$ cat src/rtl/alu_issue_wb.sv
// alu_issue_wb: issue/writeback stage wrapped around an external combinational ALU.
// Optional macro ALU_FWD_EN forwards alu_out to ISS hazards whose condition is AL.
module alu_issue_wb #(
    parameter int NREG = 16,
    parameter int AW   = 4
) (
    input  logic          clk,
    input  logic          rst,
    input  logic          in_valid,
    output logic          in_ready,
    input  logic [31:0]   in_instr,
    input  logic [AW-1:0] in_rs1,
    input  logic [AW-1:0] in_rs2,
    input  logic [AW-1:0] in_rd,
    output logic [31:0]   alu_r1,
    output logic [31:0]   alu_r2,
    output logic [31:0]   alu_instr,
    input  logic [32:0]   alu_out,
    input  logic [3:0]    alu_flg,
    output logic          wb_we,
    output logic [AW-1:0] wb_rd,
    output logic [31:0]   wb_data,
    output logic [3:0]    flags
);
    logic [31:0]   rf [NREG];
    logic          iss_valid, wb_valid, wb_sf;
    logic [AW-1:0] iss_rd, wb_dst;
    logic [3:0]    wb_cond, wb_op, wb_flg;
    logic [31:0]   wb_res, rd1, rd2;
    logic          n, z, c, v, cond_ok, commit, flag_we;
    logic          haz1, haz2, fwd, stall, accept, unused_msb;

    assign unused_msb = alu_out[32];
    assign {n, z, c, v} = flags;

    always_comb begin
        case (wb_cond)
            4'h0: cond_ok = z;
            4'h1: cond_ok = !z;
            4'h2: cond_ok = c;
            4'h3: cond_ok = !c;
            4'h4: cond_ok = n;
            4'h5: cond_ok = !n;
            4'h6: cond_ok = v;
            4'h7: cond_ok = !v;
            4'h8: cond_ok = c & !z;
            4'h9: cond_ok = !c | z;
            4'hA: cond_ok = n == v;
            4'hB: cond_ok = n != v;
            4'hC: cond_ok = !z & (n == v);
            4'hD: cond_ok = z | (n != v);
            4'hE: cond_ok = 1'b1;
            default: cond_ok = 1'b0;
        endcase
    end

    assign commit  = wb_valid & cond_ok;
    assign wb_we   = commit & (wb_op != 4'h8);
    assign flag_we = commit & (wb_sf | (wb_op == 4'h8));
    assign wb_rd   = wb_we ? wb_dst : '0;
    assign wb_data = wb_we ? wb_res : '0;

    // Compares never write rd, so they cannot create a RAW hazard.
    assign haz1 = iss_valid & (alu_instr[27:24] != 4'h8) & (iss_rd == in_rs1);
    assign haz2 = iss_valid & (alu_instr[27:24] != 4'h8) & (iss_rd == in_rs2);
`ifdef ALU_FWD_EN
    assign fwd = alu_instr[31:28] == 4'hE;
`else
    assign fwd = 1'b0;
`endif
    assign stall    = (haz1 | haz2) & !fwd;
    assign in_ready = !rst & !stall;
    assign accept   = in_valid & in_ready;

    assign rd1 = (haz1 & fwd) ? alu_out[31:0] : (wb_we && wb_dst == in_rs1) ? wb_res : rf[in_rs1];
    assign rd2 = (haz2 & fwd) ? alu_out[31:0] : (wb_we && wb_dst == in_rs2) ? wb_res : rf[in_rs2];

    always_ff @(posedge clk or posedge rst) begin
        if (rst) begin
            iss_valid <= 1'b0;
            iss_rd    <= '0;
            alu_r1    <= '0;
            alu_r2    <= '0;
            alu_instr <= '0;
            wb_valid  <= 1'b0;
            wb_dst    <= '0;
            wb_cond   <= '0;
            wb_op     <= '0;
            wb_sf     <= 1'b0;
            wb_res    <= '0;
            wb_flg    <= '0;
            flags     <= '0;
            for (int i = 0; i < NREG; i++) rf[i] <= '0;
        end else begin
            iss_valid <= accept;
            iss_rd    <= accept ? in_rd : '0;
            alu_r1    <= accept ? rd1 : '0;
            alu_r2    <= accept ? rd2 : '0;
            alu_instr <= accept ? in_instr : '0;
            wb_valid  <= iss_valid;
            wb_dst    <= iss_rd;
            wb_cond   <= alu_instr[31:28];
            wb_op     <= alu_instr[27:24];
            wb_sf     <= alu_instr[23];
            wb_res    <= alu_out[31:0];
            wb_flg    <= alu_flg;
            if (wb_we) rf[wb_dst] <= wb_res;
            if (flag_we) flags <= wb_flg;
        end
    end
endmodule

$ cat config.mk
export PLATFORM = sky130hd
export DESIGN_NAME = alu_issue_wb
export DESIGN_NICKNAME = d
export VERILOG_FILES = /design/src/rtl/alu_issue_wb.sv
export SDC_FILE = /design/constraint.sdc
export NUM_CORES = 1
export LEC_CHECK = 0
export CELL_PAD_IN_SITES_DETAIL_PLACEMENT = 1
export CELL_PAD_IN_SITES_GLOBAL_PLACEMENT = 2
export CORE_ASPECT_RATIO = 0.5
export CORE_UTILIZATION = 41
export DETAILED_ROUTE_END_ITERATION = 12
export PLACE_DENSITY_LB_ADDON = 0.12
export SLEW_MARGIN = 10
export SYNTH_ARGS = -nofsm -noshare
export SYNTH_HDL_FRONTEND = slang
export SYNTH_SLANG_ARGS = --single-unit
$ cat constraint.sdc
create_clock -name clk -period 29.7 [get_ports clk]
set_input_delay 4.455 -clock clk [delete_from_list [all_inputs] [get_ports clk]]
set_output_delay 4.455 -clock clk [all_outputs]
set_load 0.05 [all_outputs]
After elaboration in Yosys (flattened, before gate mapping)
Cells that the tools add are included.

word-level totals
  logic and storage cells = 101
  bits in registers = 667
  input port bits = 84
  output and inout bits = 138

cells by class
  bitwise logic cells = 17
  multiplexer cells = 18
  magnitude comparators = 4
  reductions and logical operators = 10
  eq/ne operators = 23

operator list
  cell                                                       number
  bitwise mux 512 bit                                        1
  two-way mux 32 bit                                         11
  binary-select mux 32 bit (select 4 bit)                    2
  demux 32 bit (select 4 bit)                                1
  == test 4 bit (second input constant)                      8
  == test 4 x 3 -> 1 bit (second input constant)             4
  == test 4 bit                                              4
  greater-or-equal comparator 5 bit (second input constant)  3
  inverter 4 -> 5 bit                                        3
  case mux 1 bit (15 select lines)                           1
  AND 1 bit                                                  10
  == test 4 x 2 -> 1 bit (second input constant)             2
  two-way mux 4 bit                                          2
  != test 4 bit (second input constant)                      2
  zero test 1 bit                                            6
  < comparator 5 x 1 -> 1 bit (second input constant)        1
  == test 4 x 1 -> 1 bit (second input constant)             1
  zero test 4 bit                                            1
  OR 1 bit                                                   4
  logical AND 1 bit                                          3
  == test 1 bit                                              1
  != test 1 bit                                              1

Logic depth before layout (Yosys ltp)
  depth in word-level cells = 8
  gate-level depth with buffers = 9
  gate-level depth less buffers = 5

Least setup slack after synthesis
No wires, ideal clock.

  kind = input port to output port
  start point = in rst
  end point = out in_ready
  setup slack = -0.623 ns
  arrival time = 25.868 ns
  buffers on the path = 1
  stages = 3
  required time = 25.245 ns
  path through = inv_2 clkbuf_1 and2_1

on the way
  longest elaborated chain between the ends = 2

RTL lines
  item                              RTL line  text
  start, declared                   8         input logic rst,
  zero test 1 bit (no source line)  -
  AND 1 bit                         72        assign in_ready = !rst & !stall;
  end, declared                     10        output logic in_ready,

No other way between the ends.

Worst setup path after layout
  start point = in in_rs2[0]
  end point = out in_ready

on the way
  longest elaborated chain between the ends = 5

RTL lines
  item             RTL line  text
  start, declared  13        input logic [AW-1:0] in_rs2,
  == test 4 bit    65        assign haz2 = iss_valid & (alu_instr[27:24] != 4'h8) & (iss_rd == in_rs2);
  AND 1 bit        65
  OR 1 bit         71        assign stall = (haz1 | haz2) & !fwd;
  zero test 1 bit  72
  AND 1 bit        72

No other way between the ends.

==> results.json <==
{
  "synth_async_sr_flop_share": 1.000,
  "synth_area_leaders": "dfrtp_1 48%, mux4_2 21%, mux2_4 9.1%",
  "wire_per_inst_um": 29.49,
  "setup_violations": 0,
  "rsz0062_at_grt": "no",
  "ys_seq_elements": 667,
  "path_cells": "buf_8, xor2_1, nor4_1, o211ai_1, buf_4, and2_1, clkdlybuf4s50_1",
  "synth_area_um2": 34730,
  "die-height_um": 207.8,
  "h-tree-depth": 3,
  "fp.dieArea_um2": 85960,
  "netlist_instances": 2053,
  "arrival_ns": 6.98,
  "cts-root-buf": "clkbuf_16",
  "cp_slowest_stage_delay_ns": 0.80,
  "final-max-slew-violation-count": 0,
  "drc": 0,
  "multi_input_area_um2": 16640,
  "maxCapViolCount": 0,
  "fmax_mhz": 87.48,
  "final.setup.tns_ns": 0,
  "nFillCells": 7918,
  "synth.distinct_cells": 47,
  "p_leak_nw": 18.26,
  "clock_path_buffers": 3,
  "ios": 222,
  "floorplan.initialDensity": 0.4140,
  "min_period_ns": 11.43,
  "hold_viol": 0,
  "rr_worst_depth": 7,
  "dp.final_hpwl_mm": 54.49,
  "grt_pass1_vias": 21930,
  "wl_mm": 98.89,
  "place.gp.congestion": 0.7202,
  "reg2reg_slack_ns": 25.76,
  "tightest_slew_ns": 1.177,
  "cp.required_ns": 25.24,
  "clock_latency_ns": 0.65,
  "diodes": 0,
  "antenna_found_initial": 1,
  "crit_fanout": 54,
  "dpl-instance-area_um2": 37420,
  "final_min_period_over_clock_period": 0.3849,
  "post_cts_resized": 0,
  "synth_top_area_share": 0.4805,
  "post_cts_buffers": 0,
  "yosysWarnings": 0,
  "start_kind": "primary input",
  "port-buffer-count": 220,
  "grt.overflow.total": 0,
  "grt_max_degree": 153,
  "ant_nets": 0,
  "clk_pin_slew_ns": 0.06,
  "vias_per_cell": 5.887,
  "synthesis.nets": 2137,
  "hold_path_depth": 0,
  "min_path_type": "reg -> reg",
  "area_growth_pct": 14.32,
  "fin_skew_ns": 0.01983,
  "drt_pass1_iterations": 4,
  "finish.instance_area_um2": 39710,
  "synth_edf_count": 0,
  "synth_top_cell_by_area": "dfrtp_1",
  "cts_hold_buf": 0,
  "die_x_um": 413.6,
  "grt_usage": 0.2395,
  "ys.flop_type": "dfrtp_1",
  "clock_sinks": 667,
  "drt_iter0_drc": 1068,
  "nets": 2272,
  "worst_slew_margin_rel": 0.2133,
  "cts_tree": "built",
  "final.setup.worst_slack_ns": 18.27,
  "cp_slowest_cell": "clkdlybuf4s50_1",
  "core-area_um2": 83890,
  "rows": 75,
  "powerDensity_nw_per_um2": 56.58,
  "seq_area_frac_synth": 0.4805,
  "vdd_ir_drop_max_uv": 32.98,
  "worstSetupEndpointType": "output port",
  "ff_latch_area_um2": 16690,
  "cts_buffers": 68,
  "postSynthAreaPerCell_um2": 16.92,
  "layout-drive-gt1-share": 0.4421,
  "grt_pass1_wl_mm": 151.4,
  "dp_slack_ns": 18.21,
  "worstSetupPathType": "in -> out",
  "status": "finished, final reports clean",
  "vias": 19740
}
==> layout by cell type (no fill, tap or decap), types with 2 or more instances in the layout <==
cell type / count
dfrtp_1: 667
mux4_2: 320
mux2_2: 231
clkdlybuf4s50_1: 211
mux2_4: 210
nand4_1: 96
mux2_1: 75
clkbuf_16: 70
mux2i_1: 66
buf_4: 61
and2_1: 37
nor2b_1: 20
clkbuf_8: 20
xor2_1: 18
and2b_2: 18
o311ai_4: 17
nor2_1: 14
clkbuf_1: 10
clkinv_2: 8
nor3_1: 7
nor4_1: 5
nand2_1: 4
nand2b_1: 4
bufinv_16: 4
inv_6: 4
and4bb_2: 3
and3_1: 2
o21ai_0: 2
nand3_1: 2
inv_1: 2
o31ai_4: 2
clkinvlp_4: 2
buf_8: 2
buf_6: 2
buf_2: 2
buf_12: 2
==> through the flow <==
step	power (mW)	utilization	hold slack (ns)	cells
floorplan	1.272	-	0.3539	2053
global route	2.337	0.4733	0.4181	3353
finish	2.247	0.4733	0.3941	3353
CTS	2.275	0.4733	0.4046	3353
global placement	1.355	0.4460	0.3856	3234
detailed placement	1.362	0.4460	0.3896	3234
==> report_power, final <==
part           switching [mW]  internal [mW]
clock network           0.386          0.518
registers              0.0599          0.971
logic                   0.142          0.170
total                   0.588           1.66
==> cells by family (layout without fill, tap and decap cells) <==
family	after synthesis	count (layout)	share of synthesized area
compound gates	29	29	0.01621
xor+xnor	19	19	0.004791
buf+inv	218	402	0.04175
flops	667	667	0.4805
mux	902	902	0.4165
simple gates	218	218	0.04024
==> flip-flops by register name, summed over array words and instances, names as in the netlist, 4 cells and up <==
register,cells
iss_rd,4
alu_r2,32
alu_instr,32
wb_dst,4
wb_cond,4
rf,512
alu_r1,32
wb_op,4
flags,4
wb_res,32
wb_flg,4
==> cells in the mapped netlist, drive strengths merged, types with 2 or more instances <==
cell type and count:
dfrtp 667, mux2 516, mux4 320, buf 106, nand4 96, clkbuf 95
mux2i 66, and2 37, nor2b 20, and2b 18, xor2 18, o311ai 17
nor2 15, dlygate4sd3 14, nor3 8, nor4 5, nand2 4, nand2b 4
o31ai 4, and4bb 3, inv 3, o21ai 3, and3 2, nand3 2
==> worst max-delay path: cells and delay by family <==
| kind | cells | cell delay, ns |
|---|---|---|
| AOI/OAI and AO/OA | 1 | 0.17 |
| xor gates and xnor gates | 1 | 0.21 |
| buffers and inverters | 3 | 1.78 |
| and+or+nand+nor | 2 | 0.27 |
==> area by class of cell <==
| class | count | area share |
|---|---|---|
| repair buffers | 280 | 0.06730 |
| clock buffers | 100 | 0.05199 |
| multi-input cells | 1168 | 0.4190 |
| inverters | 3 | 0.0004726 |
| well taps | 1116 | 0.03516 |
| clock inverters | 19 | 0.005703 |
| flip-flops and latches | 667 | 0.4203 |
==> final timing paths <==
path	startpoint	endpoint
setup / recovery	in_rs2[0]	in_ready
min in group asynchronous	rst	alu_r2[28]
setup reg to reg	wb_cond[0]	rf[49]
max in group asynchronous	rst	rf[217]
hold reg to reg	alu_instr[30]	wb_cond[2]
hold / removal	alu_instr[30]	wb_cond[2]
==> routing by layer <==
layer	global-route usage	vias up	wire length, µm	part of all wire
li1	-	8224	-	-
met1	0.3479	11060	45820	0.46
met2	0.3813	323	48130	0.49
met3	0.03554	132	3105	0.031
met4	0.05204	0	1832	0.019
met5	0	-	0	0
Power figures use the tool's default switching activity.
